File: config.mk
export PLATFORM = sky130hd
export DESIGN_NAME = led_seq_ctrl
export DESIGN_NICKNAME = d
export VERILOG_FILES = /design/src/rtl/led_seq_ctrl.sv
export SDC_FILE = /design/constraint.sdc
export NUM_CORES = 1
export LEC_CHECK = 0
export CAP_MARGIN = 15
export CORE_UTILIZATION = 35
export CTS_CLUSTER_SIZE = 40
export DETAILED_ROUTE_END_ITERATION = 12
export PLACE_DENSITY = 0.55
export SLEW_MARGIN = 10
export SYNTH_ARGS = -nofsm -noshare
export SYNTH_HDL_FRONTEND = slang
export SYNTH_SLANG_ARGS = --single-unit
File: constraint.sdc
create_clock -name clk -period 2.52 [get_ports clk]
set_input_delay 0.63 -clock clk [delete_from_list [all_inputs] [get_ports clk]]
set_output_delay 0.63 -clock clk [all_outputs]
set_load 0.05 [all_outputs]
File: src/rtl/led_seq_ctrl.sv
// LED sequencer: register-programmed chase / bounce / blink / manual-step patterns
// driven by a PERIOD-based prescaler, with a one-cycle step_tick on every advance.
module led_seq_ctrl #(
  parameter int NUM_LED = 7,
  parameter int PRESC_W = 24
) (
  input  logic               clk,
  input  logic               rst,
  input  logic               cfg_we,
  input  logic [1:0]         cfg_addr,
  input  logic [PRESC_W-1:0] cfg_wdata,
  output logic [PRESC_W-1:0] cfg_rdata,
  output logic [NUM_LED-1:0] led,
  output logic               step_tick
);

  typedef enum logic {IDLE = 1'b0, RUN = 1'b1} state_t;
  typedef enum logic [1:0] {CHASE = 2'b00, BOUNCE = 2'b01, BLINK = 2'b10, MANUAL = 2'b11} mode_t;

  localparam logic [1:0] ADDR_CTRL   = 2'd0;
  localparam logic [1:0] ADDR_PERIOD = 2'd1;
  localparam logic [1:0] ADDR_STEP   = 2'd2;
  localparam logic [1:0] ADDR_STATUS = 2'd3;
  localparam logic [3:0] LAST_POS    = 4'(NUM_LED - 1);

  state_t             state, state_n;
  mode_t              mode, mode_n;
  logic               dir, dir_n;
  logic               bdir, bdir_n;
  logic [PRESC_W-1:0] period, period_n;
  logic [PRESC_W-1:0] count, count_n;
  logic [3:0]         pos, pos_n;
  logic [NUM_LED-1:0] led_n;
  logic               tick_n;

  logic ctrl_wr, period_wr, step_wr, terminal;

  function automatic logic [NUM_LED-1:0] one_hot(input logic [3:0] p);
    return NUM_LED'(1) << p;
  endfunction

  function automatic logic [3:0] chase_step(input logic [3:0] p, input logic down);
    if (down) return (p == 4'd0) ? LAST_POS : p - 4'd1;
    return (p == LAST_POS) ? 4'd0 : p + 4'd1;
  endfunction

  assign ctrl_wr   = cfg_we && (cfg_addr == ADDR_CTRL);
  assign period_wr = cfg_we && (cfg_addr == ADDR_PERIOD);
  assign step_wr   = cfg_we && (cfg_addr == ADDR_STEP);
  assign terminal  = (count == period);

  always_comb begin
    // NOTE: every next-value signal is defaulted first so no path can infer a latch.
    state_n  = state;
    mode_n   = mode;
    dir_n    = dir;
    bdir_n   = bdir;
    period_n = period;
    count_n  = count;
    pos_n    = pos;
    led_n    = led;
    tick_n   = 1'b0;

    if (period_wr) period_n = cfg_wdata;

    if (ctrl_wr) begin
      // A CTRL write re-arms the sequence and swallows any coincident terminal count.
      state_n = cfg_wdata[0] ? RUN : IDLE;
      mode_n  = mode_t'(cfg_wdata[2:1]);
      dir_n   = cfg_wdata[3];
      bdir_n  = cfg_wdata[3];
      count_n = '0;
      led_n   = (cfg_wdata[0] && (mode_t'(cfg_wdata[2:1]) != BLINK)) ? one_hot(pos) : '0;
    end else if (state == IDLE) begin
      count_n = '0;
      led_n   = '0;
    end else if (mode == MANUAL) begin
      count_n = '0;
      if (step_wr) begin
        pos_n  = chase_step(pos, dir);
        led_n  = one_hot(chase_step(pos, dir));
        tick_n = 1'b1;
      end
    end else if (period_wr && (count >= cfg_wdata)) begin
      count_n = '0;
    end else if (terminal) begin
      count_n = '0;
      tick_n  = 1'b1;
      case (mode)
        CHASE: begin
          pos_n = chase_step(pos, dir);
          led_n = one_hot(chase_step(pos, dir));
        end
        BOUNCE: begin
          if (!bdir) begin
            if (pos == LAST_POS) begin
              pos_n  = pos - 4'd1;
              bdir_n = 1'b1;
            end else begin
              pos_n = pos + 4'd1;
            end
          end else begin
            if (pos == 4'd0) begin
              pos_n  = 4'd1;
              bdir_n = 1'b0;
            end else begin
              pos_n = pos - 4'd1;
            end
          end
          led_n = one_hot(pos_n);
        end
        BLINK:   led_n = ~led;
        default: ;
      endcase
    end else begin
      count_n = count + PRESC_W'(1);
    end
  end

  always_ff @(posedge clk) begin
    // NOTE: non-blocking assignments so every register samples pre-edge values.
    if (rst) begin
      state     <= IDLE;
      mode      <= CHASE;
      dir       <= 1'b0;
      bdir      <= 1'b0;
      period    <= '1;
      count     <= '0;
      pos       <= '0;
      led       <= '0;
      step_tick <= 1'b0;
    end else begin
      state     <= state_n;
      mode      <= mode_n;
      dir       <= dir_n;
      bdir      <= bdir_n;
      period    <= period_n;
      count     <= count_n;
      pos       <= pos_n;
      led       <= led_n;
      step_tick <= tick_n;
    end
  end

  always_comb begin
    cfg_rdata = '0;
    case (cfg_addr)
      ADDR_CTRL:   cfg_rdata[3:0] = {dir, mode, state == RUN};
      ADDR_PERIOD: cfg_rdata = period;
      ADDR_STATUS: begin
        cfg_rdata[7:4] = pos;
        cfg_rdata[1]   = bdir;
        cfg_rdata[0]   = (state == RUN);
      end
      default: ;
    endcase
  end

endmodule

==> results of run 1 <==
==> power by group <==
group          total [uW]  internal, uW  switching [uW]  leakage (uW)
logic                 549           266             283       0.00216
clock network        1280           811             464      0.000148
registers            1080          1050            29.9      0.000529
total                2910          2130             777       0.00284
==> final cells by class <==
class | count | area, sq um | share of cell area (%)
Timing Repair Buffer | 142 | 1570 | 23.0
Inverter | 34 | 128 | 1.87
Clock buffer | 12 | 256 | 3.77
Multi-Input combinational cell | 425 | 3310 | 48.6
Clock inverter | 3 | 40.0 | 0.588
Sequential cell | 65 | 1300 | 19.1
Tap cell | 168 | 210 | 3.09
==> how the worst max path moves through the flow <==
stage / from / end / slack [ps] / depth (start not counted)
6_report: cfg_wdata[4] / led[2] / 80 / 11
5_1_grt: cfg_wdata[4] / pos[3] / -20 / 11
4_1_cts: cfg_wdata[23] / led[2] / -20 / 11
3_5_place_dp: cfg_wdata[13] / led[2] / -640 / 11
3_3_place_gp: cfg_wdata[2] / led[2] / -580 / 10
2_1_floorplan: cfg_wdata[22] / led[2] / 9 / 10
==> synth_stat cells, types with 2 or more instances <==
master                      count
sky130_fd_sc_hd__or4_1          2
sky130_fd_sc_hd__o211ai_1      24
sky130_fd_sc_hd__nand3_1       28
sky130_fd_sc_hd__and3_1        12
sky130_fd_sc_hd__xnor2_1       36
sky130_fd_sc_hd__a31oi_1        7
sky130_fd_sc_hd__and4b_2        2
sky130_fd_sc_hd__a32o_1         2
sky130_fd_sc_hd__nand4_1       20
sky130_fd_sc_hd__nor3_1        16
sky130_fd_sc_hd__o31ai_1        3
sky130_fd_sc_hd__nand2_1       44
sky130_fd_sc_hd__nor3b_1        3
sky130_fd_sc_hd__clkbuf_1      18
sky130_fd_sc_hd__nand4b_1       2
sky130_fd_sc_hd__or2b_2         2
sky130_fd_sc_hd__or3_1          2
sky130_fd_sc_hd__nor2b_1        9
sky130_fd_sc_hd__o2111ai_1      2
sky130_fd_sc_hd__inv_1         34
sky130_fd_sc_hd__clkbuf_8       3
sky130_fd_sc_hd__nor2_1        48
sky130_fd_sc_hd__xor2_1        12
sky130_fd_sc_hd__mux2i_1       15
sky130_fd_sc_hd__ha_1          36
sky130_fd_sc_hd__o21ai_0       12
sky130_fd_sc_hd__nor4_1        10
sky130_fd_sc_hd__dfxtp_1       65
sky130_fd_sc_hd__a21o_1         3
sky130_fd_sc_hd__and2_2         2
sky130_fd_sc_hd__nand2b_1       5
sky130_fd_sc_hd__o21a_1         4
sky130_fd_sc_hd__a21oi_1       24
sky130_fd_sc_hd__and2_1        17
sky130_fd_sc_hd__buf_1          2
==> sequential cells by signal (all words and copies together), names as in the netlist <==
signal / cells
period: 24
mode: 2
step_tick: 1
pos: 4
bdir: 1
dir: 1
led: 7
state: 1
count: 24
==> cell families after synthesis <==
family | Yosys count | share of synthesized area (%)
AOI/OAI and AO/OA | 91 | 13.7
xor gates and xnor gates | 48 | 9.41
adders and majority gates | 36 | 10.1
buffers and inverters | 59 | 5.77
DFF | 65 | 29.1
muxes | 16 | 3.86
and+or+nand+nor | 234 | 28.1
==> stage by stage <==
stage	TNS [ps]	std cells	setup slack (ps)
after global routing	-20.2	849	-17.5
after global placement	-22510	819	-582
final	0	849	83.7
after CTS	-15.4	848	-15.4
after floorplan	0	549	9.38
after detailed placement	-24120	819	-640
==> metal layers <==
layer	GRT usage, %	wire length, um	up-vias	share of wire [%]
met1	27.9	6450	2113	44
li1	-	-	2212	-
met3	2.32	361	24	2.5
met4	8.74	285	0	1.9
met5	0	0	-	0
met2	42.4	7580	67	52
==> layout by cell type (no fill, tap or decap), types with 15 or more instances in the layout <==
| cell | instances |
|---|---|
| sky130_fd_sc_hd__buf_4 | 70 |
| sky130_fd_sc_hd__xnor2_1 | 36 |
| sky130_fd_sc_hd__dfxtp_1 | 64 |
| sky130_fd_sc_hd__nand3_1 | 27 |
| sky130_fd_sc_hd__dlygate4sd2_1 | 16 |
| sky130_fd_sc_hd__o211ai_1 | 24 |
| sky130_fd_sc_hd__nand2_1 | 42 |
| sky130_fd_sc_hd__nand4_1 | 20 |
| sky130_fd_sc_hd__a21oi_1 | 20 |
| sky130_fd_sc_hd__mux2i_1 | 15 |
| sky130_fd_sc_hd__nor2_1 | 46 |
| sky130_fd_sc_hd__buf_12 | 27 |
| sky130_fd_sc_hd__ha_4 | 15 |
| sky130_fd_sc_hd__nor3_1 | 15 |
| sky130_fd_sc_hd__inv_2 | 20 |
| sky130_fd_sc_hd__ha_1 | 21 |
==> tightest hold or removal path: cells and delay by family (launching register included) <==
family             cells  cell delay, ps
and+or+nand+nor        1              60
DFF                    1             320
AOI/OAI and AO/OA      1              80
==> what timing repair did <==
item / in CTS / in global routing
setup endpoints to repair: 56 / 36
resized for setup: 77 / 42
buffers inserted: 10 / 2
pin swaps: 28 / 23
cloned: 4 / 0
==> impl_metrics.prom, run 1 <==
# TYPE chip_impl_metric gauge
chip_impl_metric{name="synth.distinct_cells",unit=""} 58
chip_impl_metric{name="synth-edff-count",unit=""} 0
chip_impl_metric{name="critical_path_required",unit="ps"} 2770
chip_impl_info{name="cp_cell_sequence",value="clkdlybuf4s50_1, inv_2, ha_4, and2_1, o21ai_2, o21ai_2, buf_4, o2111ai_4, and4_4, nor3_1, a311oi_2"} 1
chip_impl_metric{name="pwr_density_cell",unit="nW/um^2"} 427
chip_impl_metric{name="ant_diodes",unit=""} 0
chip_impl_info{name="post_synth_main_area_contributors",value="sky130_fd_sc_hd__dfxtp_1 29%, sky130_fd_sc_hd__ha_1 10%, sky130_fd_sc_hd__xnor2_1 7.1%"} 1
chip_impl_metric{name="placement_rows",unit=""} 40
chip_impl_info{name="reg2reg_from",value="pos[0]"} 1
chip_impl_metric{name="filler_cell_count",unit=""} 1142
chip_impl_metric{name="crit_buf_inv",unit=""} 3
chip_impl_metric{name="numClockSinks",unit=""} 65
chip_impl_metric{name="worst_r2r_path_depth",unit=""} 8
chip_impl_metric{name="core_area",unit="sq um"} 12200
chip_impl_metric{name="finalPower",unit="uW"} 2910
chip_impl_metric{name="routed_wirelength",unit="um"} 14700
chip_impl_metric{name="route.vias.total",unit=""} 4416
chip_impl_metric{name="yosys_warnings",unit=""} 0
chip_impl_metric{name="seq_area_frac_synth",unit="%"} 29.1
chip_impl_metric{name="detail_route.vias_per_cell",unit=""} 5.20
chip_impl_metric{name="height_of_the_chip",unit="um"} 115
chip_impl_metric{name="drv.max_cap_violation_count",unit=""} 0
chip_impl_metric{name="antenna_found_initial",unit=""} 0
chip_impl_metric{name="fin_hold_ws",unit="ps"} 518
chip_impl_metric{name="number_of_iterations_in_the_first_detailed_routing_pass",unit=""} 4
chip_impl_info{name="worst_path_cell_with_the_longest_stage_delay",value="sky130_fd_sc_hd__clkdlybuf4s50_1"} 1
chip_impl_metric{name="regToRegSetupSlack",unit="ps"} 110
chip_impl_metric{name="design.die.area",unit="sq um"} 13200
chip_impl_info{name="critPathCaptureType",value="register"} 1
chip_impl_metric{name="routed_wire_length_per_instance",unit="um"} 17.3
chip_impl_metric{name="gp_routability_congestion",unit=""} 0.852
chip_impl_metric{name="final_antenna_net_count",unit=""} 0
chip_impl_info{name="setup.worst_path.class",value="input port to register"} 1
chip_impl_metric{name="grtUsageTotal",unit="%"} 23.2
chip_impl_metric{name="timing.slew.headroom",unit="%"} 65.7
chip_impl_metric{name="chipWidth",unit="um"} 115
chip_impl_metric{name="first_pass_grt_wire_length",unit="um"} 23300
chip_impl_metric{name="number_of_global_route_vias_before_repair",unit=""} 4384
chip_impl_metric{name="starting_density",unit="%"} 36.6
chip_impl_metric{name="finalMaxSlewViolations",unit=""} 0
chip_impl_metric{name="clock_edge_transition_at_the_registers_on_the_reported_setup_and_hold_paths",unit="ps"} 50
chip_impl_metric{name="total_gr_overflow",unit=""} 0
chip_impl_metric{name="clock_path_buffers",unit=""} 2
chip_impl_metric{name="place.port_buffers",unit=""} 60
chip_impl_metric{name="p_leak",unit="uW"} 0.00284
chip_impl_info{name="status",value="complete, no violations"} 1
chip_impl_metric{name="hold_viol_final",unit=""} 0
chip_impl_metric{name="asyncSetResetFlopFracSynth",unit="%"} 0
chip_impl_metric{name="critical_path.max_stage_delay",unit="ps"} 480
chip_impl_metric{name="worst_slew_pin_slew",unit="ps"} 513
chip_impl_metric{name="critical_path.max_fanout",unit=""} 7
chip_impl_info{name="worst_hold_launch",value="period[8]"} 1
chip_impl_metric{name="finalCritPeriodShare",unit="%"} 96.7
chip_impl_metric{name="worstSkewPairLatency",unit="ps"} 330
chip_impl_metric{name="detailed_place.area",unit="sq um"} 5910
chip_impl_metric{name="numCtsBuffers",unit=""} 9
chip_impl_metric{name="final_net_count",unit=""} 742
chip_impl_metric{name="worst_ep_arrival_time",unit="ps"} 2690
chip_impl_metric{name="post-dp-hpwl",unit="um"} 10900
chip_impl_metric{name="syn_area_per_cell",unit="sq um"} 8.14
chip_impl_metric{name="synthesis.area",unit="sq um"} 4470
chip_impl_metric{name="ios",unit=""} 61
chip_impl_metric{name="drt_iter0_drc",unit=""} 225
chip_impl_metric{name="synth-seq-cells",unit=""} 65
chip_impl_metric{name="final.min_clock_period",unit="ps"} 2440
chip_impl_info{name="critPathMostFrequentCell",value="sky130_fd_sc_hd__o21ai_2"} 1
chip_impl_metric{name="cts_max_level",unit=""} 3
chip_impl_info{name="timing.critical_path.from_type",value="input port"} 1
chip_impl_info{name="cts-root-buf",value="sky130_fd_sc_hd__clkbuf_16"} 1
chip_impl_metric{name="synthesis.nets",unit=""} 614
chip_impl_metric{name="max-vdd-ir-drop",unit="V"} 0.000412
chip_impl_metric{name="layout-drive-gt1-share",unit="%"} 30.5
chip_impl_metric{name="final_clock_skew",unit="ps"} 4.30
chip_impl_metric{name="drc",unit=""} 0
chip_impl_info{name="synth_top_cell_by_area",value="sky130_fd_sc_hd__dfxtp_1"} 1
chip_impl_info{name="worst_hold_path.endpoint",value="period[8]"} 1
chip_impl_metric{name="post_synth_inst_count",unit=""} 549
chip_impl_metric{name="syn_to_final_growth",unit="%"} 52.4
chip_impl_metric{name="maximum_number_of_pins_on_one_net_before_global_route_repair",unit=""} 32
chip_impl_info{name="min_path_type",value="register to register"} 1
chip_impl_info{name="cts_tree",value="yes"} 1
chip_impl_metric{name="hold_path_depth",unit=""} 2
chip_impl_metric{name="finalInstanceArea",unit="sq um"} 6810
chip_impl_metric{name="finish.utilization",unit="%"} 55.8
chip_impl_info{name="destination_of_the_worst_register_to_register_timing_path",value="led[0]"} 1
chip_impl_info{name="worst_path_dominant_cell_family",value="buffers and inverters"} 1
chip_impl_metric{name="share_of_the_synthesized_area_in_the_top_cell_type",unit="%"} 29.1
chip_impl_metric{name="setup_violations",unit=""} 0
chip_impl_info{name="synth_flop_cell",value="sky130_fd_sc_hd__dfxtp_1"} 1
chip_impl_metric{name="ctsHoldBuffers",unit=""} 0
chip_impl_metric{name="fmaxAchievable",unit="GHz"} 0.410
Power figures use the tool's default switching activity.
==> run 2, diff against run 1 <==
==> constraint.sdc (replaced) <==
create_clock -name clk -period 2.52 [get_ports clk]
set_input_delay 0.504 -clock clk [delete_from_list [all_inputs] [get_ports clk]]
set_output_delay 0.504 -clock clk [all_outputs]
set_load 0.01 [all_outputs]
==> run 2 against run 1 <==
Compared with the run above:
- cell area down 3.7%
- first-iteration DRC count down 8.9%
- worst hold slack worse by 29 ps
- sequential share of layout area up 0.74 points
- sequential cell count unchanged
- register-to-register slack better by 60 ps
- clock skew up 3.2 ps
- count of clock-buffer cells in the layout down 1
- die area unchanged
- worst setup slack worse by 9.2 ps
==> impl_metrics.prom, run 2 (same netlist as run 1, synthesis figures left out) <==
# TYPE chip_impl_metric gauge
chip_impl_metric{name="critical_path_required",unit="ps"} 2740
chip_impl_info{name="cts_tree",value="yes"} 1
chip_impl_metric{name="routed_wire_length_per_instance",unit="um"} 16.7
chip_impl_metric{name="multi_input_comb_area",unit="sq um"} 3280
chip_impl_metric{name="critical_path.max_fanout",unit=""} 5
chip_impl_metric{name="syn_to_final_growth",unit="%"} 46.7
chip_impl_metric{name="finish.utilization",unit="%"} 53.7
chip_impl_metric{name="maximum_number_of_pins_on_one_net_before_global_route_repair",unit=""} 30
chip_impl_metric{name="max-vdd-ir-drop",unit="V"} 0.000322
chip_impl_metric{name="route.vias.total",unit=""} 4489
chip_impl_info{name="setup.worst_path.class",value="input port to register"} 1
chip_impl_metric{name="ant_diodes",unit=""} 0
chip_impl_info{name="min_path_type",value="input port to register"} 1
chip_impl_info{name="critPathCaptureType",value="register"} 1
chip_impl_metric{name="ctsHoldBuffers",unit=""} 0
chip_impl_metric{name="ios",unit=""} 61
chip_impl_metric{name="layout-drive-gt1-share",unit="%"} 26.1
chip_impl_metric{name="clock_path_buffers",unit=""} 2
chip_impl_metric{name="first_pass_grt_wire_length",unit="um"} 23000
chip_impl_metric{name="gp_routability_congestion",unit=""} 0.867
chip_impl_metric{name="finalMaxSlewViolations",unit=""} 0
chip_impl_metric{name="worst_slew_pin_slew",unit="ps"} 499
chip_impl_metric{name="post-dp-hpwl",unit="um"} 10800
chip_impl_metric{name="core_area",unit="sq um"} 12200
chip_impl_metric{name="numCtsBuffers",unit=""} 9
chip_impl_metric{name="clock_edge_transition_at_the_registers_on_the_reported_setup_and_hold_paths",unit="ps"} 60
chip_impl_metric{name="drv.max_cap_violation_count",unit=""} 0
chip_impl_metric{name="chipWidth",unit="um"} 115
chip_impl_metric{name="regToRegSetupSlack",unit="ps"} 170
chip_impl_metric{name="number_of_global_route_vias_before_repair",unit=""} 4524
chip_impl_metric{name="place.port_buffers",unit=""} 60
chip_impl_metric{name="worstSkewPairLatency",unit="ps"} 340
chip_impl_metric{name="cts_max_level",unit=""} 3
chip_impl_metric{name="register_area",unit="sq um"} 1300
chip_impl_metric{name="hold_viol_final",unit=""} 0
chip_impl_metric{name="final.min_clock_period",unit="ps"} 2450
chip_impl_metric{name="placement_rows",unit=""} 40
chip_impl_metric{name="numClockSinks",unit=""} 65
chip_impl_info{name="layout_commonest_cell",value="sky130_fd_sc_hd__buf_4"} 1
chip_impl_metric{name="setup_violations",unit=""} 0
chip_impl_metric{name="height_of_the_chip",unit="um"} 115
chip_impl_metric{name="fmaxAchievable",unit="GHz"} 0.409
chip_impl_metric{name="total_gr_overflow",unit=""} 0
chip_impl_metric{name="pre_cts_setup_slack",unit="ps"} -519
chip_impl_info{name="most-common-layout-cells",value="78 x sky130_fd_sc_hd__buf_4, 64 x sky130_fd_sc_hd__dfxtp_1, 44 x sky130_fd_sc_hd__nor2_1"} 1
chip_impl_metric{name="detail_route.vias_per_cell",unit=""} 5.26
chip_impl_metric{name="final_antenna_net_count",unit=""} 0
chip_impl_metric{name="antenna_found_initial",unit=""} 0
chip_impl_info{name="timing.critical_path.from_type",value="input port"} 1
chip_impl_metric{name="drt_iter0_drc",unit=""} 205
chip_impl_metric{name="number_of_iterations_in_the_first_detailed_routing_pass",unit=""} 7
chip_impl_metric{name="post_route_worst_setup_slack",unit="ps"} 74.4
chip_impl_metric{name="finalCritPeriodShare",unit="%"} 97.0
chip_impl_metric{name="filler_cell_count",unit=""} 1172
chip_impl_metric{name="drc",unit=""} 0
chip_impl_metric{name="final_clock_skew",unit="ps"} 7.50
chip_impl_metric{name="grtUsageTotal",unit="%"} 22.8
chip_impl_metric{name="design.die.area",unit="sq um"} 13200
chip_impl_info{name="largestRegisters",value="count (24), period (24), led (7)"} 1
chip_impl_metric{name="timing.slew.headroom",unit="%"} 66.7
chip_impl_info{name="cts-root-buf",value="sky130_fd_sc_hd__clkbuf_16"} 1
chip_impl_metric{name="final_net_count",unit=""} 747
chip_impl_info{name="status",value="complete, no violations"} 1
chip_impl_metric{name="routed_wirelength",unit="um"} 14300
chip_impl_metric{name="worst_ep_arrival_time",unit="ps"} 2660
chip_impl_metric{name="starting_density",unit="%"} 36.6
chip_impl_metric{name="pwr_density_cell",unit="nW/um^2"} 418
chip_impl_metric{name="p_leak",unit="uW"} 0.00275
-- run 2: through the flow --
| step | hold slack, ps | std cells | setup TNS [ps] | instance area, sq um | power (uW) |
|---|---|---|---|---|---|
| after global routing | 500 | 854 | -11.5 | 6560 | 2840 |
| final | 489 | 854 | 0 | 6560 | 2740 |
| after detailed placement | 494 | 826 | -19040 | 5720 | 1460 |
| after global placement | 486 | 826 | -16200 | 5720 | 1460 |
| after floorplan | 464 | 549 | 0 | 4470 | 1270 |
| after CTS | 507 | 852 | 0 | 6310 | 2740 |
-- run 2: worst paths after layout --
path                startpoint         to  cells after the start
hold / removal    cfg_wdata[8]  period[8]                      3
setup reg to reg        pos[0]     led[1]                      7
setup / recovery  cfg_wdata[4]     led[4]                     12
hold reg to reg      period[8]  period[8]                      2
-- run 2: what timing repair did --
action / CTS / global route
gates cloned: 2 / 1
setup endpoints to repair: 60 / 37
buffers inserted: 9 / 2
pin swaps: 7 / 19
resized for setup: 52 / 54
-- run 2: layer usage --
metal / GRT usage, % / vias up / wire [um]
li1: - / 2215 / -
met2: 41.1 / 98 / 7330
met3: 3.85 / 30 / 490
met5: 0 / - / 0
met1: 26.5 / 2146 / 6020
met4: 10.1 / 0 / 440
-- run 2: power breakdown --
part | internal [uW] | switching (uW)
Combinational | 203 | 183
Clock | 789 | 482
Sequential | 1050 | 28.9
Total | 2050 | 694
-- run 2: area by class of cell --
cell class                 count  area share (%)
sequential                    65            19.9
inverter                      34            1.95
tap                          168            3.21
clock inverter                 4           0.820
timing repair buffer         147            20.4
clock buffer                  11            3.70
multi-input combinational    425            50.1
-- run 2: critical path: stages --
cell and delay, ps:
sky130_fd_sc_hd__clkdlybuf4s50_1 460, sky130_fd_sc_hd__inv_1 90, sky130_fd_sc_hd__ha_4 260, sky130_fd_sc_hd__and2_1 150
sky130_fd_sc_hd__o21ai_1 140, sky130_fd_sc_hd__o21ai_2 100, sky130_fd_sc_hd__buf_4 150, sky130_fd_sc_hd__o2111ai_4 220
sky130_fd_sc_hd__nand4_1 190, sky130_fd_sc_hd__buf_6 170, sky130_fd_sc_hd__a21oi_1 160, sky130_fd_sc_hd__nor3_1 60
==> run 3, diff against run 2 <==
--- a/constraint.sdc
+++ b/constraint.sdc
@@ -3,2 +3,2 @@
 set_output_delay 0.504 -clock clk [all_outputs]
-set_load 0.01 [all_outputs]
+set_load 0.02 [all_outputs]
==> run 3 against run 2 <==
Compared with the run above:
- first-iteration DRC count grew 18%
- sequential share of layout area grew 0.24 points
- routed wire length shrank 2.5%
- clock skew is essentially flat
- clock power shrank 4%
- largest cell class unchanged
- largest power group unchanged
- highest routed layer unchanged
==> impl_metrics.prom, run 3 (same netlist as run 1, synthesis figures left out) <==
# TYPE chip_impl_metric gauge
chip_impl_metric{name="layout-drive-gt1-share",unit="%"} 25.2
chip_impl_info{name="timing.critical_path.from_type",value="input port"} 1
chip_impl_info{name="setup.worst_path.class",value="input port to register"} 1
chip_impl_metric{name="worst_ep_arrival_time",unit="ps"} 2690
chip_impl_metric{name="starting_density",unit="%"} 36.6
chip_impl_metric{name="timing.slew.headroom",unit="%"} 63.6
chip_impl_metric{name="design.die.area",unit="sq um"} 13200
chip_impl_metric{name="finalInstanceArea",unit="sq um"} 6480
chip_impl_metric{name="final_clock_skew",unit="ps"} 7.84
chip_impl_metric{name="ios",unit=""} 61
chip_impl_metric{name="numCtsBuffers",unit=""} 9
chip_impl_metric{name="routed_wirelength",unit="um"} 13900
chip_impl_info{name="worst_hold_launch",value="cfg_wdata[8]"} 1
chip_impl_metric{name="post-dp-hpwl",unit="um"} 10700
chip_impl_metric{name="final_antenna_net_count",unit=""} 0
chip_impl_info{name="min_path_type",value="input port to register"} 1
chip_impl_info{name="largestRegisters",value="count (24), period (24), led (7)"} 1
chip_impl_metric{name="total_gr_overflow",unit=""} 0
chip_impl_metric{name="max-vdd-ir-drop",unit="V"} 0.000408
chip_impl_info{name="critPathCaptureType",value="register"} 1
chip_impl_metric{name="chipWidth",unit="um"} 115
chip_impl_metric{name="finalCritPeriodShare",unit="%"} 95.9
chip_impl_metric{name="clock_path_buffers",unit=""} 2
chip_impl_metric{name="register_area",unit="sq um"} 1300
chip_impl_metric{name="finalMaxSlewViolations",unit=""} 0
chip_impl_metric{name="clock_edge_transition_at_the_registers_on_the_reported_setup_and_hold_paths",unit="ps"} 60
chip_impl_metric{name="multi_input_comb_area",unit="sq um"} 3220
chip_impl_metric{name="internal-power",unit="uW"} 1990
chip_impl_metric{name="p_seq_share",unit="%"} 40.2
chip_impl_info{name="setup.worst_path.start",value="cfg_wdata[6]"} 1
chip_impl_metric{name="filler_cell_count",unit=""} 1164
chip_impl_metric{name="total_switching_power",unit="uW"} 702
chip_impl_metric{name="critical_path.max_fanout",unit=""} 6
chip_impl_metric{name="number_of_iterations_in_the_first_detailed_routing_pass",unit=""} 4
chip_impl_metric{name="core_area",unit="sq um"} 12200
chip_impl_metric{name="post_route_setup_tns",unit="ps"} 0
chip_impl_info{name="reg2reg_from",value="pos[0]"} 1
chip_impl_metric{name="final.min_clock_period",unit="ps"} 2420
chip_impl_metric{name="drc",unit=""} 0
chip_impl_metric{name="fmaxAchievable",unit="GHz"} 0.414
chip_impl_metric{name="ant_diodes",unit=""} 0
chip_impl_metric{name="setup_violations",unit=""} 0
chip_impl_metric{name="critical_path_required",unit="ps"} 2790
chip_impl_metric{name="placement_rows",unit=""} 40
chip_impl_metric{name="syn_to_final_growth",unit="%"} 45.0
chip_impl_metric{name="height_of_the_chip",unit="um"} 115
chip_impl_metric{name="drt_iter0_drc",unit=""} 242
chip_impl_metric{name="cts_max_level",unit=""} 3
chip_impl_metric{name="maximum_number_of_pins_on_one_net_before_global_route_repair",unit=""} 32
chip_impl_metric{name="ctsHoldBuffers",unit=""} 0
chip_impl_metric{name="detailed_place.area",unit="sq um"} 5710
chip_impl_metric{name="gp_routability_congestion",unit=""} 0.899
chip_impl_metric{name="antenna_found_initial",unit=""} 0
chip_impl_metric{name="worst_slew_pin_slew",unit="ps"} 545
chip_impl_info{name="layout_commonest_cell",value="sky130_fd_sc_hd__buf_4"} 1
chip_impl_metric{name="final_net_count",unit=""} 747
chip_impl_metric{name="route.vias.total",unit=""} 4411
chip_impl_info{name="cts-root-buf",value="sky130_fd_sc_hd__clkbuf_16"} 1
chip_impl_metric{name="clockPowerShare",unit="%"} 45.2
chip_impl_metric{name="power.share.combinational",unit="%"} 14.6
chip_impl_info{name="cts_tree",value="yes"} 1
chip_impl_metric{name="drv.max_cap_violation_count",unit=""} 0
chip_impl_metric{name="numClockSinks",unit=""} 65
chip_impl_metric{name="fin_hold_ws",unit="ps"} 490
chip_impl_metric{name="worstSkewPairLatency",unit="ps"} 340
chip_impl_metric{name="hold_viol_final",unit=""} 0
chip_impl_metric{name="routed_wire_length_per_instance",unit="um"} 16.3
chip_impl_metric{name="finish.utilization",unit="%"} 53.1
chip_impl_info{name="status",value="complete, no violations"} 1
chip_impl_metric{name="p_leak",unit="uW"} 0.00283
chip_impl_metric{name="grtUsageTotal",unit="%"} 22.0
chip_impl_metric{name="finalPower",unit="uW"} 2690
chip_impl_info{name="most-common-layout-cells",value="81 x sky130_fd_sc_hd__buf_4, 64 x sky130_fd_sc_hd__dfxtp_1, 48 x sky130_fd_sc_hd__nor2_1"} 1
chip_impl_metric{name="pwr_density_cell",unit="nW/um^2"} 416
chip_impl_metric{name="detail_route.vias_per_cell",unit=""} 5.17
chip_impl_metric{name="sw_frac_of_total",unit="%"} 26.1
chip_impl_metric{name="first_pass_grt_wire_length",unit="um"} 22400
chip_impl_metric{name="number_of_global_route_vias_before_repair",unit=""} 4393
chip_impl_metric{name="place.port_buffers",unit=""} 60
-- run 3: cell count changes in the layout (fill, tap and decap cells not counted), moves of 3 or more --
| cell | delta |
|---|---|
| sky130_fd_sc_hd__a21oi_1 | -3 |
| sky130_fd_sc_hd__a21oi_2 | +5 |
| sky130_fd_sc_hd__buf_4 | +3 |
| sky130_fd_sc_hd__buf_6 | -3 |
| sky130_fd_sc_hd__clkdlybuf4s50_1 | -18 |
| sky130_fd_sc_hd__dlygate4sd2_1 | +11 |
| sky130_fd_sc_hd__dlymetal6s2s_1 | +7 |
| sky130_fd_sc_hd__nor2_1 | +4 |
| sky130_fd_sc_hd__nor2_2 | -4 |
-- run 3: per-stage QoR --
stage	cells	setup WS, ps
floorplan	549	101
global placement	825	-426
detailed placement	825	-490
CTS	846	19.5
global route	854	-13.6
finish	854	103
-- run 3: metal layers --
metal  share of wire (%)  track usage (%)  vias to the layer above  routed length, um
met3                 2.5             4.01                       28                341
met2                  52             40.7                       77               7200
met5                   0                0                        -                  0
met4                 2.7             6.93                        0                375
li1                    -                -                     2215                  -
met1                  43             25.6                     2091               6000
-- run 3: worst max-delay path, cell delays in order --
cell	delay, ps
sky130_fd_sc_hd__clkdlybuf4s50_1	460
sky130_fd_sc_hd__inv_1	50
sky130_fd_sc_hd__ha_1	300
sky130_fd_sc_hd__a21o_1	180
sky130_fd_sc_hd__a21o_1	230
sky130_fd_sc_hd__o21ai_2	160
sky130_fd_sc_hd__a41o_1	240
sky130_fd_sc_hd__nand4_1	110
sky130_fd_sc_hd__buf_6	190
sky130_fd_sc_hd__clkbuf_16	150
sky130_fd_sc_hd__nor2_1	90
-- run 3: repair_timing --
| item | in CTS | in global routing |
|---|---|---|
| gates resized for setup | 43 | 63 |
| gates cloned | 2 | 1 |
| setup endpoints to repair | 60 | 36 |
| pin swaps | 8 | 24 |
| buffers inserted | 5 | 7 |
-- run 3: area by class of cell --
type	instances	area share, %
Clock buffer	12	4.11
Clock inverter	3	0.367
Inverter	34	1.97
Multi-Input combinational cell	425	49.7
Sequential cell	65	20.1
Tap cell	168	3.24
Timing Repair Buffer	147	20.5
-- run 3: power by group through the flow --
stage	clock [uW]	sequential [uW]	combinational [uW]
6_report	1220	1080	392
5_1_grt	1280	1090	427
4_1_cts	1250	1080	376
3_5_place_dp	0	1110	379
3_3_place_gp	0	1100	377
2_1_floorplan	0	1100	191
-- run 3: worst paths after layout --
check             cells after the start        end  slack (ps)
setup / recovery                     11  count[13]         100
hold / removal                        3  period[8]         490
setup reg to reg                      7     led[5]         190
hold reg to reg                       2  period[9]         510
